==> config.mk <==
export PLATFORM = sky130hd
export DESIGN_NAME = instr_prefetch_buffer
export DESIGN_NICKNAME = d
export VERILOG_FILES = /design/src/rtl/instr_prefetch_buffer_pkg.sv /design/src/rtl/instr_prefetch_buffer_fifo.sv /design/src/rtl/instr_prefetch_buffer.sv
export SDC_FILE = /design/constraint.sdc
export NUM_CORES = 1
export LEC_CHECK = 0
export ABC_AREA = 0
export CAP_MARGIN = 40
export CORE_ASPECT_RATIO = 1.25
export CORE_UTILIZATION = 41
export CTS_BUF_LIST = sky130_fd_sc_hd__clkbuf_4 sky130_fd_sc_hd__clkbuf_8
export DETAILED_ROUTE_END_ITERATION = 16
export SLEW_MARGIN = 40
export SYNTH_ARGS = -nofsm -noshare
export SYNTH_HDL_FRONTEND = slang
export SYNTH_HIERARCHICAL = 1
export SYNTH_SLANG_ARGS = --single-unit
==> constraint.sdc <==
create_clock -name clk -period 3.3 [get_ports clk]
set_input_delay 0.495 -clock clk [delete_from_list [all_inputs] [get_ports clk]]
set_output_delay 0.495 -clock clk [all_outputs]
set_load 0.01 [all_outputs]
==> src/rtl/instr_prefetch_buffer_pkg.sv <==
// Shared widths and types for the instruction prefetch buffer.
// These macros mirror defines.v and are only set when it is not already included.
// The optional macro PREFETCH_BYPASS_EN lets an empty buffer forward a response to the core in the same cycle.
`ifndef ADDR_SIZE
`define ADDR_SIZE 32
`endif
`ifndef INSTR_SIZE
`define INSTR_SIZE 32
`endif
`ifndef WORD_LEN
`define WORD_LEN 32
`endif
`ifndef FETCH_STEP
`define FETCH_STEP 4
`endif
`ifndef PF_ENTRY_W
`define PF_ENTRY_W (`ADDR_SIZE+`INSTR_SIZE)
`endif

package instr_prefetch_buffer_pkg;

    localparam int unsigned ADDR_W     = `ADDR_SIZE;
    localparam int unsigned INSTR_W    = `INSTR_SIZE;
    localparam int unsigned ENTRY_W    = `PF_ENTRY_W;
    localparam int unsigned FETCH_STEP = `FETCH_STEP;

    // One buffered fetch: the instruction together with the PC it was fetched from.
    typedef struct packed {
        logic [ADDR_W-1:0]  pc;
        logic [INSTR_W-1:0] instr;
    } pf_entry_t;

    // Word-align a byte address by clearing its two low bits.
    function automatic logic [ADDR_W-1:0] word_align(input logic [ADDR_W-1:0] addr);
        return {addr[ADDR_W-1:2], 2'b00};
    endfunction

endpackage

==> src/rtl/instr_prefetch_buffer_fifo.sv <==
// prefetch_fifo: synchronous DEPTH-entry FIFO with push, pop and flush.
// A flush wins over push and pop; a push into a full FIFO is accepted only when a pop frees a slot.
module prefetch_fifo
    import instr_prefetch_buffer_pkg::*;
#(
    parameter int unsigned DEPTH = 4,
    parameter int unsigned CNT_W = $clog2(DEPTH + 1)
) (
    input  logic               clk,
    input  logic               rst,
    input  logic               flush_i,
    input  logic               push_i,
    input  logic [ENTRY_W-1:0] push_data_i,
    input  logic               pop_i,
    output logic [ENTRY_W-1:0] head_o,
    output logic [CNT_W-1:0]   count_o,
    output logic               full_o,
    output logic               empty_o
);

    localparam int unsigned PTR_W = (DEPTH > 1) ? $clog2(DEPTH) : 1;

    logic [ENTRY_W-1:0] mem_q [DEPTH];
    logic [PTR_W-1:0]   rd_ptr_q, rd_ptr_d;
    logic [PTR_W-1:0]   wr_ptr_q, wr_ptr_d;
    logic [CNT_W-1:0]   count_q, count_d;
    logic               do_push, do_pop;

    // Pointer and occupancy update; pointers wrap naturally since DEPTH is a power of two.
    always_comb begin
        do_pop   = pop_i & (count_q != '0);
        do_push  = push_i & ((count_q != CNT_W'(DEPTH)) | do_pop);
        rd_ptr_d = rd_ptr_q;
        wr_ptr_d = wr_ptr_q;
        count_d  = count_q;
        if (flush_i) begin
            rd_ptr_d = '0;
            wr_ptr_d = '0;
            count_d  = '0;
        end else begin
            if (do_push) wr_ptr_d = wr_ptr_q + PTR_W'(1);
            if (do_pop)  rd_ptr_d = rd_ptr_q + PTR_W'(1);
            count_d = count_q + CNT_W'(do_push) - CNT_W'(do_pop);
        end
    end

    // Control state register.
    always_ff @(posedge clk) begin
        if (!rst) begin
            rd_ptr_q <= '0;
            wr_ptr_q <= '0;
            count_q  <= '0;
        end else begin
            rd_ptr_q <= rd_ptr_d;
            wr_ptr_q <= wr_ptr_d;
            count_q  <= count_d;
        end
    end

    // Entry storage; contents are only meaningful while counted as occupied.
    always_ff @(posedge clk) begin
        if (rst && !flush_i && do_push) mem_q[wr_ptr_q] <= push_data_i;
    end

    assign head_o  = mem_q[rd_ptr_q];
    assign count_o = count_q;
    assign full_o  = (count_q == CNT_W'(DEPTH));
    assign empty_o = (count_q == '0);

endmodule

==> src/rtl/instr_prefetch_buffer.sv <==
// instr_prefetch_buffer: sequential instruction fetch with credit-limited memory requests,
// a small instruction FIFO toward the core, and redirect flush/drop of stale responses.
// Optional macro PREFETCH_BYPASS_EN: an empty buffer forwards a live response to a ready core in the same cycle.
module instr_prefetch_buffer
    import instr_prefetch_buffer_pkg::*;
#(
    parameter int unsigned       DEPTH           = 4,
    parameter int unsigned       MAX_OUTSTANDING = 2,
    parameter logic [ADDR_W-1:0] RESET_PC        = 32'h0
) (
    input  logic               clk,
    input  logic               rst,
    input  logic               redirect_valid,
    input  logic [ADDR_W-1:0]  redirect_pc,
    output logic               mem_req_valid,
    input  logic               mem_req_ready,
    output logic [ADDR_W-1:0]  mem_req_addr,
    input  logic               mem_rsp_valid,
    input  logic [INSTR_W-1:0] mem_rsp_data,
    output logic               instr_valid,
    input  logic               instr_ready,
    output logic [INSTR_W-1:0] instr,
    output logic [ADDR_W-1:0]  instr_pc
);

    localparam int unsigned CNT_W = $clog2(DEPTH + 1);
    localparam int unsigned OUT_W = $clog2(MAX_OUTSTANDING + 1);
    localparam int unsigned SUM_W = ((CNT_W > OUT_W) ? CNT_W : OUT_W) + 1;

    logic [ADDR_W-1:0] fetch_pc_q, fetch_pc_d;
    logic [ADDR_W-1:0] rsp_pc_q, rsp_pc_d;
    logic [OUT_W-1:0]  in_flight_q, in_flight_d;
    logic [OUT_W-1:0]  drop_cnt_q, drop_cnt_d;
    pf_entry_t         hold_q, hold_d;

    pf_entry_t         rsp_entry, fifo_head, shown;
    logic [CNT_W-1:0]  fifo_count;
    logic [SUM_W-1:0]  live_cnt;
    logic              fifo_full, fifo_empty, fifo_push, fifo_pop;
    logic              req_hs, rsp_live, bypass_c;

    prefetch_fifo #(
        .DEPTH (DEPTH),
        .CNT_W (CNT_W)
    ) u_fifo (
        .clk         (clk),
        .rst         (rst),
        .flush_i     (redirect_valid),
        .push_i      (fifo_push),
        .push_data_i (rsp_entry),
        .pop_i       (fifo_pop),
        .head_o      (fifo_head),
        .count_o     (fifo_count),
        .full_o      (fifo_full),
        .empty_o     (fifo_empty)
    );

    // Request credit: every live request must have a guaranteed FIFO slot when it returns.
    always_comb begin
        live_cnt      = SUM_W'(in_flight_q) - SUM_W'(drop_cnt_q);
        mem_req_valid = rst & ~redirect_valid & ~fifo_full
                      & ((SUM_W'(fifo_count) + live_cnt) < SUM_W'(DEPTH))
                      & (in_flight_q < OUT_W'(MAX_OUTSTANDING));
        mem_req_addr  = fetch_pc_q;
        req_hs        = mem_req_valid & mem_req_ready;
    end

    // Response routing and core-facing outputs; instr/instr_pc hold the last shown head when idle.
    always_comb begin
        rsp_entry.pc    = rsp_pc_q;
        rsp_entry.instr = mem_rsp_data;
        rsp_live        = mem_rsp_valid & ~redirect_valid & (drop_cnt_q == '0);
`ifdef PREFETCH_BYPASS_EN
        bypass_c        = rsp_live & fifo_empty & instr_ready;
`else
        bypass_c        = 1'b0;
`endif
        fifo_push       = rsp_live & ~bypass_c;
        fifo_pop        = ~fifo_empty & instr_ready & ~redirect_valid;
        shown           = bypass_c ? rsp_entry : fifo_head;
        instr_valid     = rst & (~fifo_empty | bypass_c);
        hold_d          = instr_valid ? shown : hold_q;
        instr           = hold_d.instr;
        instr_pc        = hold_d.pc;
    end

    // Fetch/response PC tracking and in-flight/drop accounting; redirect takes priority.
    always_comb begin
        fetch_pc_d  = fetch_pc_q;
        rsp_pc_d    = rsp_pc_q;
        drop_cnt_d  = drop_cnt_q;
        in_flight_d = in_flight_q + OUT_W'(req_hs) - OUT_W'(mem_rsp_valid);
        if (redirect_valid) begin
            fetch_pc_d = word_align(redirect_pc);
            rsp_pc_d   = word_align(redirect_pc);
            drop_cnt_d = in_flight_d;
        end else begin
            if (req_hs) fetch_pc_d = fetch_pc_q + ADDR_W'(FETCH_STEP);
            if (mem_rsp_valid) begin
                if (drop_cnt_q != '0) drop_cnt_d = drop_cnt_q - OUT_W'(1);
                else                  rsp_pc_d   = rsp_pc_q + ADDR_W'(FETCH_STEP);
            end
        end
    end

    // State registers.
    always_ff @(posedge clk) begin
        if (!rst) begin
            fetch_pc_q  <= RESET_PC;
            rsp_pc_q    <= RESET_PC;
            in_flight_q <= '0;
            drop_cnt_q  <= '0;
            hold_q      <= '0;
        end else begin
            fetch_pc_q  <= fetch_pc_d;
            rsp_pc_q    <= rsp_pc_d;
            in_flight_q <= in_flight_d;
            drop_cnt_q  <= drop_cnt_d;
            hold_q      <= hold_d;
        end
    end

endmodule

==> results of run 1 <==
==> state kept, by name (all words and copies together), names as in the netlist, named ones only <==
| register | cells |
|---|---|
| u_fifo/mem_q | 256 |
| hold_q | 64 |
| mem_req_addr | 30 |
| rsp_pc_q | 30 |
| u_fifo/count_o | 3 |
| drop_cnt_q | 2 |
| in_flight_q | 2 |
| u_fifo/rd_ptr_q | 2 |
| u_fifo/wr_ptr_q | 2 |
==> path summary, 6_finish.rpt <==
check / end / slack, ns / from
worst min register to register: mem_req_addr[9] / 0.52 / mem_req_addr[9]
worst max register to register: mem_req_addr[30] / 0.13 / in_flight_q[0]
worst min-delay path: mem_req_addr[4] / 0.33 / rst
worst max-delay path: mem_req_valid / 0.10 / in_flight_q[0]
==> synthesized netlist by cell type (all sizes together), types with 11 or more instances <==
master	n	area share, %
nand3	14	0.45
a21oi	37	1.2
a31oi	13	0.52
o21ai	33	1.1
inv	12	0.29
nor4	11	0.44
nor3	17	0.54
dfxtp	137	17
nand2	37	0.88
and2	72	2.9
xnor2	34	1.9
mux2	66	4.7
and3	17	0.69
buf	19	0.67
edfxtp	256	49
ha	12	0.96
clkbuf	35	0.84
mux4	64	9.2
nand4	13	0.52
nor2	20	0.48
==> layout make-up <==
type	instances	share of cell area (%)
clock inverter	19	0.644
clock buffer	101	6.25
timing repair buffer	204	10.6
tap	486	3.10
inverter	13	0.249
multi-input combinational	567	26.0
sequential	393	53.2
==> metrics by stage <==
step	cell area (µm²)	setup slack, ns	hold WS, ns
6_report	19600	0.103	0.327
5_1_grt	19600	-0.0672	0.283
4_1_cts	19600	-0.0335	0.257
3_5_place_dp	18100	0.0682	0.508
3_3_place_gp	18100	0.0673	0.489
2_1_floorplan	15700	-0.0908	0.469
==> cells by family (layout without fill, tap and decap cells) <==
group	count (synthesis)	count (layout)	share of synthesized area, %
AOI/OAI and AO/OA	124	124	5.15
xor gates and xnor gates	41	41	2.29
adders and majority gates	14	14	1.21
buffers and inverters	67	337	1.82
DFF	393	393	66.4
muxes	132	132	14.0
other	1	10	0.0239
and+or+nand+nor	246	246	9.09
==> per-layer routing <==
metal  vias to the layer above  track usage, %  part of all wire [%]
met4                         0            5.70                   1.7
met2                       224            29.7                    51
met5                         -               0                     0
met3                        56            3.97                   5.2
met1                      4562            21.7                    42
li1                       4375               -                     -
==> repair_timing <==
action | CTS | global route
gates resized for setup | 12 | 5
endpoints found under the hold margin | 0 | 0
endpoints found under the setup margin | 1 | 9
cloned | 0 | 0
setup buffers | 9 | 2
pin swaps | 4 | 4
==> power groups by stage <==
stage | sequential, mW | combinational, mW | clock [mW]
floorplan | 5.53 | 0.330 | 0
global placement | 5.55 | 0.633 | 0
detailed placement | 5.55 | 0.645 | 0
CTS | 5.45 | 0.708 | 4.51
global route | 5.47 | 0.781 | 4.72
finish | 5.45 | 0.710 | 4.34
==> critical path: stages, from the launching register on <==
cell and delay [ns]:
dfxtp_2 0.33, inv_2 0.04, ha_4 0.15, inv_2 0.04
fa_1 0.40, ha_1 0.28, and3b_1 0.20, a211o_1 0.24
nand2_1 0.08, nor4b_4 0.19, buf_2 0.17
==> metrics, run 1 <==
initial antenna violation count=0; number of synthesized register bits=393; CP max FO=2; total power=10.5 mW; Clock H-tree levels=3; MaxCap Viol Count=0; synthesized area=0.0157 mm²; fill count=3177; Switch Pwr=2.31 mW; port buffer count=163; RSZ-0062 raised after global routing=yes; overall die width=177 µm; CP Capture Type=output pin; CP Launch Type=register; Post-synth EDFFs=256; CTS tree=yes; status=complete, no violations; CTS hold repair buffers=0; I/O pin count=168; Longest Clk Path Bufs=3; worst vdd ir=0.000245 V; ys async rst share=0%; total track usage=17.4%; number of synthesis warnings=6; Final #Nets=1329; Antenna diodes=0; Final HPWL DP=20.5 mm; combinational share of power=6.8%; vias in the first global route=9646; die area=0.0391 mm²; area of the multi-input gates=0.00510 mm²; Inserted Clock Buffers=66; post-synthesis sequential area ratio=66.4%; FP Rows=79; clock sink count=393; Max Freq=313 MHz; Post-DRT Antenna Nets=0; clock-pin slew on the worst setup and hold paths=0.06 ns; setup TNS=0 ns; Worst Tran Pin Value=0.762 ns; vias per cell=5.17; maximum number of pins on one net before global-route repair=71; Seq pwr share=51.9%; Starting Density=41.9%; register area=0.0104 mm²; Pint=8.19 mW; Slew Limit Fails=0; Core Util, Final=52.4%; Area Overhead vs Synth=25.0%; Pwr Density=535 mW/mm²; total gr overflow=0; min-delay worst type=input pin to register; Final Skew=0.0151 ns; Final Non-Filler Cells=1783; Final Hold Vio Count=0; normalized max-slew margin=49.2%; length of the first detailed-routing pass in iterations=5; number of remaining DRC errors=0; Placed Cells=1652; Tcrit/Tclk final=96.9%; Routed WL=33.1 mm; first-pass GRT wire length=52.5 mm; routed vias=9217; drt wl/cell=18.6 µm; Netlist cell types=65; worst reg2reg path depth=12; minimum clock period=3.20 ns; Main synth FF type=edfxtp_1; Iteration-0 DRC Markers=385; commonest non-fill, non-tap cell in the layout=edfxtp_1; Cells after Synth=1018; Hold Path Depth=2; syn avg cell area=15.4 µm²; most frequent cells in the layout=256 x edfxtp_1, 161 x clkdlybuf4s50_1, 132 x dfxtp_1; core area=0.0375 mm²; clock power share=41.3%; Worst EP required=2.80 ns; switch share=22.0%; clk_lat worst skew=0.57 ns; ratio of cells with drive above 1 in the final layout=24.2%; Final setup viols=0; Setup CP Type=register to output pin; critical path data arrival time=2.70 ns; Die Ht=221 µm; gpl congestion=0.798; root buffer cell=clkbuf_8; LEAKAGE=6.60 nW
Note: power is estimated with default switching activity, not from simulation.
==> inputs of run 2 (changes only) <==
- CORE_MARGIN: not set -> 4
- CORE_UTILIZATION: 41 -> 48
- PLACE_DENSITY: not set -> 0.72
==> run 2 against run 1 <==
Against the previous run: count of clock-buffer cells in the layout decreased by 13; sequential cell count unchanged; combinational power up 0.8%; sequential share of layout area rose by 0.38 points; routed wire length is 2.4% lower; first-iteration DRC count rose by 34%; non-clock buffer count is 7 higher; clock skew grew 0.0023 ns; global-route usage grew 0.81 points; utilization grew 8.4 points; final cell count down 4.3%; largest cell class unchanged; highest routed layer unchanged.
==> metrics, run 2 (synthesis results as in run 1) <==
total track usage=18.2% (+0.81 points); pre-CTS WS=0.0856 ns (+0.0174 ns); normalized max-slew margin=53.3% (+4.1 points); Final Hold Vio Count=0 (unchanged); Final #Nets=1328 (-0.075%); ratio of cells with drive above 1 in the final layout=24.5% (+0.31 points); I/O pin count=168 (unchanged); Final HPWL DP=20.9 mm (+1.7%); Inserted Clock Buffers=58 (-12%); port buffer count=163 (unchanged); combinational share of power=7.0% (+0.2 points); switch share=22.0% (-0.048 points); worst hold start=rst; Routed WL=32.3 mm (-2.4%); LEAKAGE=6.60 nW (about the same); total gr overflow=0 (unchanged); Die Ht=210 µm (-4.8%); setup TNS=0 ns (unchanged); Largest register FFs=256 (unchanged); Area Overhead vs Synth=24.1%; Worst Tran Pin Value=0.701 ns (-0.0617 ns); MaxCap Viol Count=0 (unchanged); critical path data arrival time=3.83 ns (+1.13 ns); most frequent cells in the layout=256 x edfxtp_1, 161 x clkdlybuf4s50_1, 130 x dfxtp_1; overall die width=170 µm (-4.1%); Hold Slack=0.242 ns (-0.0853 ns); gpl congestion=0.821 (+2.9%); initial antenna violation count=0 (unchanged); routed vias=9264 (+0.51%); number of remaining DRC errors=0 (unchanged); Final setup viols=0 (unchanged); worst vdd ir=0.000328 V (+34%); Hold Path Depth=2 (unchanged); top flop regs=u_fifo/mem_q x256, hold_q x64; Clock H-tree levels=2 (-1); clk_lat worst skew=0.61 ns (+0.04 ns); CP Capture Type=register; status=complete, no violations; fill count=2410 (-24%); first-pass GRT wire length=51.8 mm (-1.3%); clock power share=39.9% (-1.4 points); commonest non-fill, non-tap cell in the layout=edfxtp_1; worst r2r dst=mem_req_addr[4]; min-delay worst type=input pin to register; Top reg by flops=u_fifo/mem_q; Setup CP Type=register to register; Final Skew=0.0174 ns (+0.00230 ns); Iteration-0 DRC Markers=517 (+34%); Pwr Density=526 mW/mm² (-1.7%); clock-pin slew on the worst setup and hold paths=0.07 ns (about the same); total power=10.3 mW (-2.4%); CTS hold repair buffers=0 (unchanged); Longest Clk Path Bufs=3 (unchanged); CTS tree=yes; r2r setup slk=0.03 ns (-0.10 ns); RSZ-0062 raised after global routing=yes; Post-DRT Antenna Nets=0 (unchanged); vias in the first global route=9808 (+1.7%); core area=0.0321 mm² (-14%); clock sink count=393 (unchanged); die area=0.0357 mm² (-8.7%); Seq pwr share=53.2% (+1.3 points); Slew Limit Fails=0 (unchanged); length of the first detailed-routing pass in iterations=5 (unchanged); minimum clock period=3.27 ns (+0.0776 ns); vias per cell=5.43 (+5.0%); Starting Density=49.0% (+7.1 points); FP Rows=73 (-7.6%); worst reg2reg path depth=19 (+7); Hold Path Sink=rsp_pc_q[4]; Pint=8.00 mW (-2.3%); maximum number of pins on one net before global-route repair=73 (+2.8%); Worst Setup Slack, final=0.0257 ns (-0.0776 ns); Max Freq=305 MHz (-2.4%); Tcrit/Tclk final=99.2% (+2.4 points); Worst EP required=3.86 ns (+1.06 ns); CP Launch Type=register; Reg-to-Reg Start=in_flight_q[0]; drt wl/cell=19.0 µm (+2.0%); root buffer cell=clkbuf_8; Switch Pwr=2.25 mW (-2.6%); CP max FO=3 (+1)
[run 2: changes by cell type in the layout (fill, tap and decap cells not counted), sizes merged]
| cell | previous run | this run |
|---|---|---|
| clkbuf | 101 | 88 |
| clkinvlp | 4 | 2 |
| bufinv | 1 | 2 |
| buf | 43 | 50 |
| clkinv | 12 | 14 |
| diode | 0 | 1 |
| inv | 15 | 16 |
[run 2: how the worst max path moves through the flow]
stage,startpoint,endpoint,cells past startpoint
floorplan,in_flight_q[0],drop_cnt_q[1],19
global placement,in_flight_q[0],mem_req_valid,10
detailed placement,in_flight_q[0],mem_req_valid,10
CTS,in_flight_q[0],mem_req_valid,10
global route,in_flight_q[0],mem_req_valid,10
finish,in_flight_q[0],mem_req_addr[4],19
[run 2: timing repair]
item,CTS,global route
buffers inserted,14,1
resized for setup,14,7
setup endpoints to repair,40,43
pin swaps,4,6
[run 2: power by group through the flow]
stage,Sequential (mW),Combinational (mW),Clock [mW]
after floorplan,5.53,0.330,0
after global placement,5.54,0.623,0
after global routing,5.46,0.785,4.43
after detailed placement,5.55,0.638,0
after CTS,5.45,0.709,4.21
final,5.45,0.716,4.09
[run 2: layer usage]
| metal | GRT usage [%] | share of wire [%] | vias up | wire (µm) |
|---|---|---|---|---|
| met5 | 0 | 0 | - | 0 |
| met4 | 5.00 | 1.9 | 0 | 601 |
| met3 | 4.24 | 6.1 | 44 | 1970 |
| met2 | 31.4 | 50 | 269 | 16300 |
| met1 | 23.3 | 42 | 4573 | 13500 |
| li1 | - | - | 4378 | - |
[run 2: critical path, stage by stage, from the launching register on]
cell	delay [ns]
dfxtp_2	0.33
inv_2	0.04
ha_4	0.14
inv_2	0.04
fa_1	0.40
ha_1	0.27
and3b_2	0.22
o21ai_2	0.19
nand2_1	0.09
buf_4	0.14
buf_4	0.13
buf_4	0.12
buf_4	0.12
buf_4	0.12
buf_4	0.12
buf_4	0.12
buf_4	0.12
buf_4	0.12
a311oi_1	0.26
o21a_1	0.14
[run 2: layout make-up]
| class | count | area (µm²) | area share, % |
|---|---|---|---|
| diodes | 1 | 2.50 | 0.0128 |
| flip-flops and latches | 393 | 10400 | 53.6 |
| multi-input cells | 567 | 5100 | 26.2 |
| inverters | 13 | 48.8 | 0.250 |
| clock inverters | 21 | 169 | 0.866 |
| well taps | 412 | 515 | 2.64 |
| repair buffers | 211 | 2130 | 10.9 |
| clock buffers | 88 | 1080 | 5.54 |
[run 2: per-stage QoR]
step	util (%)	instances	cell area (µm²)
finish	60.8	1706	19500
global route	60.8	1705	19500
CTS	60.7	1704	19500
detailed placement	56.4	1581	18100
global placement	56.0	1575	17900
floorplan	-	1027	15700
